==> config.mk <==
export PLATFORM = sky130hd
export DESIGN_NAME = fft_seq_flat
export DESIGN_NICKNAME = d
export VERILOG_FILES = /design/src/rtl/fft_seq_if.sv /design/src/rtl/fft_seq.sv /design/src/flat_wrapper.sv
export SDC_FILE = /design/constraint.sdc
export NUM_CORES = 1
export LEC_CHECK = 0
export CAP_MARGIN = 20
export CORE_MARGIN = 10
export CORE_UTILIZATION = 47
export DETAILED_ROUTE_END_ITERATION = 10
export GPL_TIMING_DRIVEN = 0
export HOLD_SLACK_MARGIN = 0.15
export MAX_ROUTING_LAYER = met4
export PLACE_DENSITY = 0.85
export SLEW_MARGIN = 10
export SYNTH_ARGS = -nofsm -noshare
export SYNTH_HDL_FRONTEND = slang
export SYNTH_SLANG_ARGS = --single-unit
export TNS_END_PERCENT = 5
==> constraint.sdc <==
create_clock -name clock -period 2.44 [get_ports clock]
set_clock_uncertainty 0.2 [all_clocks]
set_input_delay 0.366 -clock clock [delete_from_list [all_inputs] [get_ports clock]]
set_output_delay 0.366 -clock clock [all_outputs]
set_load 0.03 [all_outputs]
==> src/rtl/fft_seq_if.sv <==
`default_nettype none
// ============================================================================
// fft_seq_if : control/handshake bundle between fft_seq and its environment
// Revision   : 1.0
// ============================================================================
interface fft_seq_if;
  logic       start;
  logic       abort;
  logic       bf_valid;
  logic       bf_ready;
  logic [1:0] bf_op;
  logic [2:0] addr_a;
  logic [2:0] addr_b;
  logic [2:0] tw_idx;
  logic [1:0] stage;
  logic       wb_ack;
  logic       busy;
  logic       done;
  logic [2:0] state_o;

  modport master (
    input  start, abort, bf_ready, wb_ack,
    output bf_valid, bf_op, addr_a, addr_b, tw_idx, stage, busy, done, state_o
  );

  modport slave (
    output start, abort, bf_ready, wb_ack,
    input  bf_valid, bf_op, addr_a, addr_b, tw_idx, stage, busy, done, state_o
  );
endinterface
`default_nettype wire

==> src/rtl/fft_seq.sv <==
`default_nettype none
// ============================================================================
// fft_seq  : 8-point radix-2 FFT op sequencer with outstanding-op throttling
// Option   : FFT_SEQ_BITREV_EN adds a bit-reversal swap pass before stage 0
// Revision : 1.0
// ============================================================================
module fft_seq #(
  parameter int MAX_OUT = 3
) (
  input  wire logic  clock,
  input  wire logic  reset,
  fft_seq_if.master  bus
);

  typedef enum logic [2:0] {
    S_IDLE  = 3'd0,
    S_SWAP  = 3'd1,
    S_ISSUE = 3'd2,
    S_DRAIN = 3'd3,
    S_DONE  = 3'd4
  } state_t;

  state_t     state_q, state_d;
  logic [1:0] op_q, op_d;
  logic [1:0] stage_q, stage_d;
  logic [2:0] out_q, out_d;
`ifdef FFT_SEQ_BITREV_EN
  logic       swp_q, swp_d;
`endif

  logic       xfer;
  logic       ack_eff;
  logic       can_issue;
  logic       drain_empty;
  logic       issuing;

  logic [1:0] op_code;
  logic [2:0] a_w, b_w, tw_w;

`ifdef FFT_SEQ_BITREV_EN
  assign issuing = (state_q == S_ISSUE) || (state_q == S_SWAP);
`else
  assign issuing = (state_q == S_ISSUE);
`endif

  assign can_issue   = (out_q < 3'(MAX_OUT));
  assign bus.bf_valid = issuing && can_issue;
  assign xfer        = bus.bf_valid && bus.bf_ready;
  // Acks with nothing outstanding are spurious and must not underflow.
  assign ack_eff     = bus.wb_ack && (out_q != 3'd0);
  assign drain_empty = (out_q == 3'd0) || ((out_q == 3'd1) && bus.wb_ack);

  always_ff @(posedge clock or negedge reset) begin
    if (!reset) begin
      state_q <= S_IDLE;
      op_q    <= 2'd0;
      stage_q <= 2'd0;
      out_q   <= 3'd0;
`ifdef FFT_SEQ_BITREV_EN
      swp_q   <= 1'b0;
`endif
    end else begin
      state_q <= state_d;
      op_q    <= op_d;
      stage_q <= stage_d;
      out_q   <= out_d;
`ifdef FFT_SEQ_BITREV_EN
      swp_q   <= swp_d;
`endif
    end
  end

  always_comb begin
    state_d = state_q;
    op_d    = op_q;
    stage_d = stage_q;
    out_d   = out_q;
`ifdef FFT_SEQ_BITREV_EN
    swp_d   = swp_q;
`endif

    case ({xfer, ack_eff})
      2'b10:   out_d = out_q + 3'd1;
      2'b01:   out_d = out_q - 3'd1;
      default: out_d = out_q;
    endcase

    if (bus.abort) begin
      state_d = S_IDLE;
      op_d    = 2'd0;
      stage_d = 2'd0;
      out_d   = 3'd0;
`ifdef FFT_SEQ_BITREV_EN
      swp_d   = 1'b0;
`endif
    end else begin
      case (state_q)
        S_IDLE: begin
          if (bus.start) begin
            op_d    = 2'd0;
            stage_d = 2'd0;
`ifdef FFT_SEQ_BITREV_EN
            state_d = S_SWAP;
`else
            state_d = S_ISSUE;
`endif
          end
        end
`ifdef FFT_SEQ_BITREV_EN
        S_SWAP: begin
          if (xfer) begin
            if (op_q == 2'd1) begin
              state_d = S_DRAIN;
              op_d    = 2'd0;
              swp_d   = 1'b1;
            end else begin
              op_d = op_q + 2'd1;
            end
          end
        end
`endif
        S_ISSUE: begin
          if (xfer) begin
            if (op_q == 2'd3) begin
              state_d = S_DRAIN;
              op_d    = 2'd0;
            end else begin
              op_d = op_q + 2'd1;
            end
          end
        end
        S_DRAIN: begin
          if (drain_empty) begin
`ifdef FFT_SEQ_BITREV_EN
            // The swap pass drains into stage 0 without bumping the stage.
            if (swp_q) begin
              swp_d   = 1'b0;
              state_d = S_ISSUE;
            end else
`endif
            if (stage_q == 2'd2) begin
              state_d = S_DONE;
            end else begin
              stage_d = stage_q + 2'd1;
              state_d = S_ISSUE;
            end
          end
        end
        S_DONE: begin
          state_d = S_IDLE;
          stage_d = 2'd0;
        end
        default: state_d = S_IDLE;
      endcase
    end
  end

  // Op fields are forced to zero outside the issuing states.
  always_comb begin
    op_code = 2'b00;
    a_w     = 3'd0;
    b_w     = 3'd0;
    tw_w    = 3'd0;
    case (state_q)
`ifdef FFT_SEQ_BITREV_EN
      S_SWAP: begin
        op_code = 2'b01;
        a_w     = op_q[0] ? 3'd3 : 3'd1;
        b_w     = op_q[0] ? 3'd6 : 3'd4;
      end
`endif
      S_ISSUE: begin
        case (stage_q)
          2'd0: begin
            a_w = {op_q, 1'b0};
            b_w = {op_q, 1'b1};
          end
          2'd1: begin
            a_w  = {op_q[1], 1'b0, op_q[0]};
            b_w  = {op_q[1], 1'b1, op_q[0]};
            tw_w = {1'b0, op_q[0], 1'b0};
          end
          2'd2: begin
            a_w  = {1'b0, op_q};
            b_w  = {1'b1, op_q};
            tw_w = {1'b0, op_q};
          end
          default: ;
        endcase
      end
      default: ;
    endcase
  end

  assign bus.bf_op   = op_code;
  assign bus.addr_a  = a_w;
  assign bus.addr_b  = b_w;
  assign bus.tw_idx  = tw_w;
  assign bus.stage   = stage_q;
  assign bus.busy    = (state_q != S_IDLE);
  assign bus.done    = (state_q == S_DONE) && !bus.abort;
  assign bus.state_o = state_q;

endmodule
`default_nettype wire

==> src/flat_wrapper.sv <==
// flat-port wrapper written by rule: the top's interface ports become plain ports
module fft_seq_flat 
#(
  parameter int MAX_OUT = 3
)
  (clock, reset, bus_start, bus_abort, bus_bf_ready, bus_wb_ack, bus_bf_valid, bus_bf_op, bus_addr_a, bus_addr_b, bus_tw_idx, bus_stage, bus_busy, bus_done, bus_state_o);
  fft_seq_if bus_i ();
  input  wire logic clock;
  input  wire logic reset;
  input wire logic [$bits(bus_i.start)-1:0] bus_start;
  input wire logic [$bits(bus_i.abort)-1:0] bus_abort;
  input wire logic [$bits(bus_i.bf_ready)-1:0] bus_bf_ready;
  input wire logic [$bits(bus_i.wb_ack)-1:0] bus_wb_ack;
  output wire logic [$bits(bus_i.bf_valid)-1:0] bus_bf_valid;
  output wire logic [$bits(bus_i.bf_op)-1:0] bus_bf_op;
  output wire logic [$bits(bus_i.addr_a)-1:0] bus_addr_a;
  output wire logic [$bits(bus_i.addr_b)-1:0] bus_addr_b;
  output wire logic [$bits(bus_i.tw_idx)-1:0] bus_tw_idx;
  output wire logic [$bits(bus_i.stage)-1:0] bus_stage;
  output wire logic [$bits(bus_i.busy)-1:0] bus_busy;
  output wire logic [$bits(bus_i.done)-1:0] bus_done;
  output wire logic [$bits(bus_i.state_o)-1:0] bus_state_o;
  assign bus_i.start = bus_start;
  assign bus_i.abort = bus_abort;
  assign bus_i.bf_ready = bus_bf_ready;
  assign bus_i.wb_ack = bus_wb_ack;
  assign bus_bf_valid = bus_i.bf_valid;
  assign bus_bf_op = bus_i.bf_op;
  assign bus_addr_a = bus_i.addr_a;
  assign bus_addr_b = bus_i.addr_b;
  assign bus_tw_idx = bus_i.tw_idx;
  assign bus_stage = bus_i.stage;
  assign bus_busy = bus_i.busy;
  assign bus_done = bus_i.done;
  assign bus_state_o = bus_i.state_o;
  fft_seq #(.MAX_OUT(MAX_OUT)) u_core (.clock(clock), .reset(reset), .bus(bus_i));
endmodule
==> out/metrics.yaml, run 1 <==
logic_synthesis:
  synth_top_family_by_area: "simple AND/OR/NAND/NOR gates"
  yosysSeqAreaShare_pct: 27.5
  ys.flop_type: "dfrtp_1"
  synth.distinct_cells: 39
  synth_area_um2: 908
  synth.top_cells.by_count: "dfrtp_1 (10), ha_1 (9), inv_1 (9)"
  synth_mux_area_share_pct: 2.34
  yosysTopAreaCell: "dfrtp_1"
  synthTopCellsByArea: "dfrtp_1 (28%), ha_1 (12%), inv_1 (3.7%), nand2b_1 (3.4%), a211oi_1 (3.3%)"
  synthAdderAreaFrac_pct: 12.4
  yosys.area_share.simple_pct: 23.8
  synth.most_common_cell: "dfrtp_1"
  synth_edf_count: 0
  synth_xor_xnor_area_share_pct: 2.48
  syn_inst: 106
  ys_ff_latch: 10
  avgSynthCellArea_um2: 8.57
  synth-async-reset-ratio_pct: 100
  synth_compound_area_share_pct: 22.3
  synth_top_cell_area_share_pct: 27.5
  yosysWarnings: 0
timing:
  hold_violations: 0
  maxSlewViolCount: 0
  rsz0062_at_grt: "false"
  setup-tns-final_ns: 0
  setup_violations: 0
  timing.final.ws_setup_ns: 0.0891
  fin_crit_sh_pct: 96.3
  fin_crit_ns: 2.35
  timing.fmax_mhz: 425
detailed_routing:
  drtAntennaViolNets: 0
  viasPerCell: 5.78
  drt_pass1_iterations: 4
  vias: 908
  drc: 0
  wire_per_inst_um: 15.1
  drt_iter0_drc: 24
  routed_wl_um: 2370
critical_path:
  regToRegStartpoint: "u_core.out_q[2]$_DFFE_PN0P_"
  critPathLaunchType: "register"
  r2r-end: "u_core.op_q[1]$_DFFE_PN0P_"
  worst_ep_arrival_time_ns: 1.78
  critical_path.max_fanout: 10
  worstRegToRegCells: 4
  endpoint_kind: "output pin"
  path_class: "reg -> out"
  r2r_setup_slack_ns: 0.50
  required_ns: 1.87
global_route:
  first_global_vias: 863
  globalRouteOverflowTotal: 0
  grt_pass1_wl_um: 4020
  grt_util_all_layers_pct: 11.8
  antenna_found_initial: 0
  grt_max_degree: 11
power:
  p_leak_nw: 0.529
  powerDensity_nw_per_um2: 583
  ir_drop_uv: 474
  power_mw: 0.677
run_status:
  status: "finished, final reports clean"
floorplanning:
  rows: 15
  die_h_um: 64.0
  initial_core_util_pct: 50.9
  core_area_um2: 1780
  die_x_um: 64.0
  dieArea_um2: 4090
  ios: 25
clocking:
  h-tree-depth: 1
  cts_made_buffers: 3
  path_clk_slew_ns: 0.07
  clk_latency_ns: 0.27
  cts_tree: "yes"
  cts_buffer_depth: 2
  cts.sink_count: 10
  cts_root_buf: "clkbuf_4"
  hold_buffers: 0
layout:
  nets: 149
  fin_area_um2: 1160
  area_growth_pct: 27.7
  fin_cells: 157
  n_antenna_cell: 0
  drive_gt1_share_pct: 16.7
placed_design:
  place_area_um2: 1160
  portBuffers: 21
  dp_hpwl_um: 1920
  dp_cells: 154
  place_ws_ns: -0.233
  gp_congestion: 0.908
job:
  drv_cap: 0
hold_path:
  hold_class: "in -> async"
[worst max-delay path, stage by stage (launching register included)]
cell             delay, ns
dfrtp_1               0.36
buf_6                 0.14
or3b_4                0.41
buf_4                 0.19
nor2_1                0.10
clkdlybuf4s15_2       0.30
[cells in the final DEF (no fill, tap or decap), types with 4 or more instances in the layout]
master	instances
nor2_1	7
buf_4	7
nand2b_1	5
nor3_1	5
nand2_1	6
dfrtp_1	10
o21ai_0	4
clkdlybuf4s50_1	10
a21oi_1	5
inv_1	9
ha_1	9
buf_2	5
[metal layers]
layer / track usage (%) / vias to the layer above / share of wire, %
met5: - / - / 0
met4: 2.46 / 0 / 1.6
li1: - / 432 / -
met2: 19.0 / 33 / 47
met3: 4.70 / 6 / 7.9
met1: 13.5 / 437 / 43
[metrics by stage]
stage	hold WS, ns	utilization [%]
6_report	0.227	65.1
5_1_grt	0.262	65.1
4_1_cts	0.247	65.3
3_5_place_dp	0.413	64.9
3_3_place_gp	0.411	64.9
2_1_floorplan	-0.130	-
[state kept, by name (all words and copies together) (netlist names)]
register and flops:
u_core.bus.state_o 3, u_core.out_q 3, u_core.bus.stage 2, u_core.op_q 2
[what timing repair did]
item / CTS / global route
setup endpoints to repair: 11 / 10
setup buffers: 0 / 0
endpoints found under the hold margin: 0 / 0
resized for setup: 44 / 17
cloned: 0 / 0
[power breakdown]
| group | leakage (nW) | total, mW | switching [mW] | internal (mW) |
|---|---|---|---|---|
| Sequential | 0.135 | 0.231 | 0.0420 | 0.189 |
| Combinational | 0.380 | 0.330 | 0.183 | 0.147 |
| Clock | 0.0138 | 0.116 | 0.0589 | 0.0570 |
[final cells by class]
cell class,count,area (µm²)
repair buffers,21,178
flip-flops and latches,10,250
plain buffers,8,52.6
well taps,25,31.3
fillers,170,623
clock buffers,3,22.5
multi-input cells,81,592
inverters,9,33.8
[kinds of logic (layout without fill, tap and decap cells)]
| logic type | after synthesis | after routing |
|---|---|---|
| DFF | 10 | 10 |
| AOI/OAI and AO/OA | 29 | 29 |
| buffers and inverters | 17 | 41 |
| other | 1 | 3 |
| xor gates and xnor gates | 1 | 1 |
| muxes | 2 | 2 |
| and+or+nand+nor | 37 | 37 |
| adders and majority gates | 9 | 9 |
[worst max path at each step]
stage | start | endpoint | cells after the start
after floorplan | u_core.bus.state_o[1]$_DFFE_PN0P_ | bus_addr_b[0] | 4
after global placement | u_core.bus.state_o[1]$_DFFE_PN0P_ | bus_addr_b[0] | 5
after detailed placement | u_core.bus.state_o[1]$_DFFE_PN0P_ | bus_addr_b[1] | 5
after CTS | u_core.bus.state_o[1]$_DFFE_PN0P_ | bus_addr_b[1] | 5
after global routing | bus_abort | bus_done | 4
final | u_core.bus.state_o[1]$_DFFE_PN0P_ | bus_tw_idx[0] | 5
No activity file was read; power rests on OpenSTA's default activity.
==> run 2, diff against run 1 <==
--- a/config.mk
+++ b/config.mk
@@ -13,6 +13,7 @@
 export HOLD_SLACK_MARGIN = 0.15
 export MAX_ROUTING_LAYER = met4
 export PLACE_DENSITY = 0.85
+export SETUP_SLACK_MARGIN = 0.2
 export SLEW_MARGIN = 10
 export SYNTH_ARGS = -nofsm -noshare
 export SYNTH_HDL_FRONTEND = slang
==> run 2 against run 1 <==
First-iteration DRC count grew 50%. Hold slack lost 0.0073 ns. Utilization grew 10 points. Sequential power is essentially flat. Clock power is essentially flat. Setup slack gained 0.099 ns. Maximum frequency grew 4.4%. Global-route usage grew 1.4 points. Cell count grew 2.5%. Total power grew 6.6%. Wire length grew 8.0%. Die area is the same.
==> out/metrics.yaml, run 2 (same netlist as run 1, synthesis figures left out) <==
run_status:
  status: "finished, final reports clean"
detailed_routing:
  vias: 926  # +2.0%
  drt_iter0_drc: 36  # +50%
  drc: 0  # unchanged
  drt_pass1_iterations: 4  # unchanged
  drtAntennaViolNets: 0  # unchanged
  viasPerCell: 5.75  # -0.55%
  wire_per_inst_um: 15.9  # +5.3%
  routed_wl_um: 2560  # +8.0%
clocking:
  path_clk_slew_ns: 0.06  # about the same
  h-tree-depth: 1  # unchanged
  cts_root_buf: "clkbuf_4"
  cts_buffer_depth: 2  # unchanged
  cts_tree: "yes"
  hold_buffers: 0  # unchanged
  clk_latency_ns: 0.26  # about the same
  cts.sink_count: 10  # unchanged
  cts_made_buffers: 3  # unchanged
layout:
  final_common_cell: "clkdlybuf4s50_1"
  final_cell_mix: "clkdlybuf4s50_1 (10), dfrtp_1 (9), inv_1 (8), ha_1 (8), buf_4 (8)"
  drive_gt1_share_pct: 32.4  # +16 points
  area_growth_pct: 47.2
  fin_util_pct: 75.0  # +10 points
  seq_area_um2: 251  # +0.50%
  multiInputGateArea_um2: 693  # +17%
  fin_cells: 161  # +2.5%
  nets: 153  # +2.7%
  fillCellCount: 132  # -22%
  n_antenna_cell: 0  # unchanged
critical_path:
  regToRegStartpoint: "u_core.bus.state_o[1]$_DFFE_PN0P_"
  r2r_setup_slack_ns: 0.37  # -0.13 ns
  r2r-end: "u_core.out_q[0]$_DFFE_PN0P_"
  crit_start: "u_core.bus.state_o[1]$_DFFE_PN0P_"
  critical_path.max_fanout: 5  # -5
  worstRegToRegCells: 6  # +2
  path_class: "reg -> out"
  endpoint: "bus_bf_valid"
  required_ns: 1.87  # about the same
  endpoint_kind: "output pin"
  worst_ep_arrival_time_ns: 1.69  # -0.09 ns
  critPathLaunchType: "register"
timing:
  fin_crit_ns: 2.25  # -0.0987 ns
  fin_crit_sh_pct: 92.3  # -4.0 points
  maxSlewViolCount: 0  # unchanged
  timing.fmax_mhz: 444  # +4.4%
  hold_violations: 0  # unchanged
  rsz0062_at_grt: "true"
  setup_violations: 0  # unchanged
global_route:
  antenna_found_initial: 0  # unchanged
  first_global_vias: 959  # +11%
  globalRouteOverflowTotal: 0  # unchanged
  grt_util_all_layers_pct: 13.3  # +1.4 points
  grt_max_degree: 11  # unchanged
  grt_pass1_wl_um: 4420  # +9.8%
power:
  p_leak_nw: 0.594  # +12%
  ir_drop_uv: 544  # +15%
  clockPowerShare_pct: 15.7  # -1.4 points
  powerDensity_nw_per_um2: 539  # -7.6%
  combPwrFrac_pct: 51.9  # +3.2 points
  p_int_mw: 0.421  # +7.1%
  netSwitchingFraction_pct: 41.7  # -0.26 points
  power_mw: 0.721  # +6.6%
  p_seq_share_pct: 32.4  # -1.7 points
  power_switching_mw: 0.301  # +5.9%
hold_path:
  hold_class: "in -> async"
job:
  drv_cap: 0  # unchanged
floorplanning:
  ios: 25  # unchanged
  core_area_um2: 1780  # unchanged
  die_x_um: 64.0  # unchanged
  dieArea_um2: 4090  # unchanged
  die_h_um: 64.0  # unchanged
  initial_core_util_pct: 50.9  # unchanged
  rows: 15  # unchanged
placed_design:
  dp_cells: 154  # unchanged
  gp_congestion: 0.890  # -2.0%
  portBuffers: 21  # unchanged
  dp_hpwl_um: 1920  # about the same
==> run 2: changes by cell type in the layout (fill, tap and decap cells not counted), sizes merged <==
cell and change:
clkdlybuf4s15 -1, buf +4, clkbuf +1
==> run 2: timing repair <==
action | 4_1_cts | 5_1_grt
setup endpoints to repair | 11 | 11
buffers inserted | 2 | 1
gates resized for setup | 63 | 16
cloned | 1 | 0
==> run 2: cell type report <==
cell class / instances / area share [%]
Buffer: 8 / 5.52
Clock buffer: 3 / 1.68
Timing Repair Buffer: 25 / 17.3
Sequential cell: 10 / 18.8
Multi-Input combinational cell: 81 / 51.8
Inverter: 9 / 2.53
Tap cell: 25 / 2.34
==> run 2: worst min-delay path by stage <==
stage	from	endpoint	slack [ns]	depth (start not counted)
global route	reset	u_core.bus.state_o[2]$_DFFE_PN0P_	0.26	1
finish	reset	u_core.bus.state_o[2]$_DFFE_PN0P_	0.22	1
CTS	reset	u_core.bus.state_o[2]$_DFFE_PN0P_	0.24	1
floorplan	reset	u_core.bus.stage[0]$_DFFE_PN0P_	-0.13	0
global placement	u_core.bus.stage[1]$_DFFE_PN0P_	u_core.bus.stage[1]$_DFFE_PN0P_	0.40	1
detailed placement	u_core.bus.stage[1]$_DFFE_PN0P_	u_core.bus.stage[1]$_DFFE_PN0P_	0.43	1
==> run 2: worst max-delay path: stages, from the launching register on <==
cell       delay (ns)
dfrtp_1          0.38
buf_6            0.11
or3b_4           0.40
clkbuf_16        0.18
nor3b_4          0.20
buf_6            0.15
==> run 2: stage by stage <==
step	hold slack, ns	TNS, ns	setup WS (ns)	area (µm²)
2_1_floorplan	-0.130	0	0.0670	1000
3_3_place_gp	0.401	-2.28	-0.269	1240
3_5_place_dp	0.432	-2.47	-0.304	1240
4_1_cts	0.237	0	0.164	1300
5_1_grt	0.263	0	0.166	1340
6_report	0.219	0	0.188	1340
==> run 2: layer usage <==
layer  part of all wire [%]  routed length (µm)  vias to the layer above  global-route usage [%]
met4                    2.3                  59                        0                    7.38
met3                    6.5                 166                        9                    2.44
met2                     51                1310                       43                    22.0
li1                       -                   -                      439                       -
met5                      0                   0                        -                       -
met1                     40                1030                      435                    14.6
==> run 2: power by group through the flow <==
| stage | Clock (mW) | Sequential (mW) | Combinational, mW |
|---|---|---|---|
| floorplan | 0 | 0.226 | 0.267 |
| global placement | 0 | 0.233 | 0.335 |
| detailed placement | 0 | 0.236 | 0.354 |
| CTS | 0.112 | 0.233 | 0.369 |
| global route | 0.117 | 0.241 | 0.413 |
| finish | 0.113 | 0.234 | 0.375 |
==> run 3, diff against run 2 <==
--- a/config.mk
+++ b/config.mk
@@ -7,12 +7,13 @@
 export LEC_CHECK = 0
 export CAP_MARGIN = 20
 export CORE_MARGIN = 10
-export CORE_UTILIZATION = 47
+export CORE_UTILIZATION = 42
+export CTS_CLUSTER_SIZE = 16
 export DETAILED_ROUTE_END_ITERATION = 10
 export GPL_TIMING_DRIVEN = 0
 export HOLD_SLACK_MARGIN = 0.15
 export MAX_ROUTING_LAYER = met4
-export PLACE_DENSITY = 0.85
+export PLACE_DENSITY = 0.81
 export SETUP_SLACK_MARGIN = 0.2
 export SLEW_MARGIN = 10
 export SYNTH_ARGS = -nofsm -noshare
==> constraint.sdc (replaced) <==
create_clock -name clock -period 1.9 [get_ports clock]
set_clock_uncertainty 0.2 [all_clocks]
set_input_delay 0.285 -clock clock [delete_from_list [all_inputs] [get_ports clock]]
set_output_delay 0.285 -clock clock [all_outputs]
set_load 0.03 [all_outputs]
==> run 3 against run 2 <==
Wire length fell by 4.4%. Total power rose by 37%. Combinational power rose by 37%. Die area rose by 8.1%. Sequential cell count did not move. Critical endpoint unchanged. Setup slack got worse by 0.42 ns. The flow now finishes with violations (setup timing). First-iteration DRC count fell by 5.6%. Clock power rose by 42%. Cell count rose by 1.9%. Highest routed layer unchanged. Non-clock buffer count did not move. Utilization fell by 4.5 points.
==> out/metrics.yaml, run 3 (same netlist as run 1, synthesis figures left out) <==
critical_path:
  path_class: "reg -> out"
  critical_path.max_fanout: 5  # unchanged
  critPathLaunchType: "register"
  worst_ep_arrival_time_ns: 1.65  # -0.04 ns
  required_ns: 1.41  # -0.46 ns
  endpoint_kind: "output pin"
power:
  power_mw: 0.985  # +37%
  powerDensity_nw_per_um2: 698  # +29%
  p_leak_nw: 0.615  # +3.5%
  ir_drop_uv: 721  # +33%
detailed_routing:
  viasPerCell: 5.54  # -3.7%
  vias: 908  # -1.9%
  routed_wl_um: 2450  # -4.4%
  wire_per_inst_um: 14.9  # -6.2%
  drt_pass1_iterations: 4  # unchanged
  drc: 0  # unchanged
  drt_iter0_drc: 34  # -5.6%
  drtAntennaViolNets: 0  # unchanged
global_route:
  globalRouteOverflowTotal: 0  # unchanged
  grt_max_degree: 11  # unchanged
  antenna_found_initial: 0  # unchanged
  grt_pass1_wl_um: 3990  # -9.7%
  first_global_vias: 858  # -11%
  grt_util_all_layers_pct: 11.5  # -1.7 points
layout:
  fin_cells: 164  # +1.9%
  final_common_cell: "buf_6"
  fin_util_pct: 70.5  # -4.5 points
  n_antenna_cell: 0  # unchanged
  drive_gt1_share_pct: 39.4  # +7.1 points
  area_growth_pct: 55.4
  nets: 153  # unchanged
  final_cell_mix: "buf_6 (11), inv_1 (8), nand2_1 (6), ha_1 (6)"
job:
  drv_cap: 0  # unchanged
timing:
  rsz0062_at_grt: "true"
  timing.fmax_mhz: 468
  maxSlewViolCount: 0  # unchanged
  hold_violations: 0  # unchanged
  fin_crit_ns: 2.14
  fin_crit_sh_pct: 112
  timing.final.ws_setup_ns: -0.237  # -0.425 ns
  setup_violations: 12  # +12
  setup-tns-final_ns: -1.86  # -1.86 ns
placed_design:
  gp_congestion: 0.892  # +0.26%
  portBuffers: 21  # unchanged
  place_ws_ns: -0.604  # -0.299 ns
  dp_cells: 156  # +1.3%
  dp_hpwl_um: 1840  # -4.0%
clocking:
  cts_root_buf: "clkbuf_4"
  cts.sink_count: 10  # unchanged
  path_clk_slew_ns: 0.07  # about the same
  cts_made_buffers: 3  # unchanged
  cts_buffer_depth: 2  # unchanged
  h-tree-depth: 1  # unchanged
  cts_tree: "yes"
  clk_latency_ns: 0.28  # +0.02 ns
run_status:
  status: "finished, violations left"
  violations: "setup timing"
floorplanning:
  initial_core_util_pct: 45.4  # -5.6 points
  ios: 25  # unchanged
  rows: 16  # +1
  dieArea_um2: 4420  # +8.1%
  die_h_um: 66.5  # +4.0%
  die_x_um: 66.5  # +4.0%
  core_area_um2: 2000  # +12%
hold_path:
  hold_class: "reg -> reg"
==> run 3: through the flow <==
stage          cell area, µm²  hold WS (ns)
2_1_floorplan            1030        -0.211
3_3_place_gp             1270         0.403
3_5_place_dp             1270         0.420
4_1_cts                  1370         0.467
5_1_grt                  1410         0.437
6_report                 1410         0.414
==> run 3: metal layers <==
layer / global-route usage (%) / wire, µm
met1: 13.6 / 1030
met3: 1.67 / 167
met4: 7.07 / 61
met2: 18.1 / 1180
met5: - / 0
==> run 3: path summary, 6_finish.rpt <==
check	from	to	slack (ns)	cells after the start
max in group asynchronous	reset	u_core.bus.stage[1]$_DFFE_PN0P_	0.50	2
max	u_core.bus.state_o[1]$_DFFE_PN0P_	bus_bf_valid	-0.24	5
min in group asynchronous	reset	u_core.bus.state_o[0]$_DFFE_PN0P_	0.66	2
max reg2reg	u_core.bus.state_o[1]$_DFFE_PN0P_	u_core.out_q[1]$_DFFE_PN0P_	-0.02	6
min reg2reg	u_core.bus.stage[1]$_DFFE_PN0P_	u_core.bus.stage[1]$_DFFE_PN0P_	0.41	1
min	u_core.bus.stage[1]$_DFFE_PN0P_	u_core.bus.stage[1]$_DFFE_PN0P_	0.41	1
==> run 3: area by class of cell <==
| class | count | area (µm²) |
|---|---|---|
| multi-input cells | 81 | 728 |
| fillers | 157 | 591 |
| flip-flops and latches | 10 | 256 |
| repair buffers | 25 | 256 |
| plain buffers | 8 | 76.3 |
| inverters | 9 | 33.8 |
| well taps | 27 | 33.8 |
| clock buffers | 4 | 26.3 |
==> run 3: power by group <==
group          switching [mW]  total, mW  internal (mW)  leakage (nW)
registers              0.0616      0.310          0.248         0.128
logic                   0.266      0.515          0.249         0.472
clock network          0.0794      0.161         0.0816        0.0150
total                   0.407      0.985          0.578         0.615
==> run 3: worst max-delay path, cell delays in order, from the launching register on <==
cell       delay (ns)
dfrtp_2          0.36
buf_6            0.09
or3b_4           0.40
clkbuf_16        0.18
nor3b_4          0.17
buf_6            0.15
==> run 3: what timing repair did <==
item                                   CTS  global route
gates resized for setup                 92            11
pin swaps                               10             7
cloned                                   1             0
endpoints found under the hold margin   10             0
hold buffers                             1             0
setup endpoints to repair               25            19
buffers inserted                         1             1
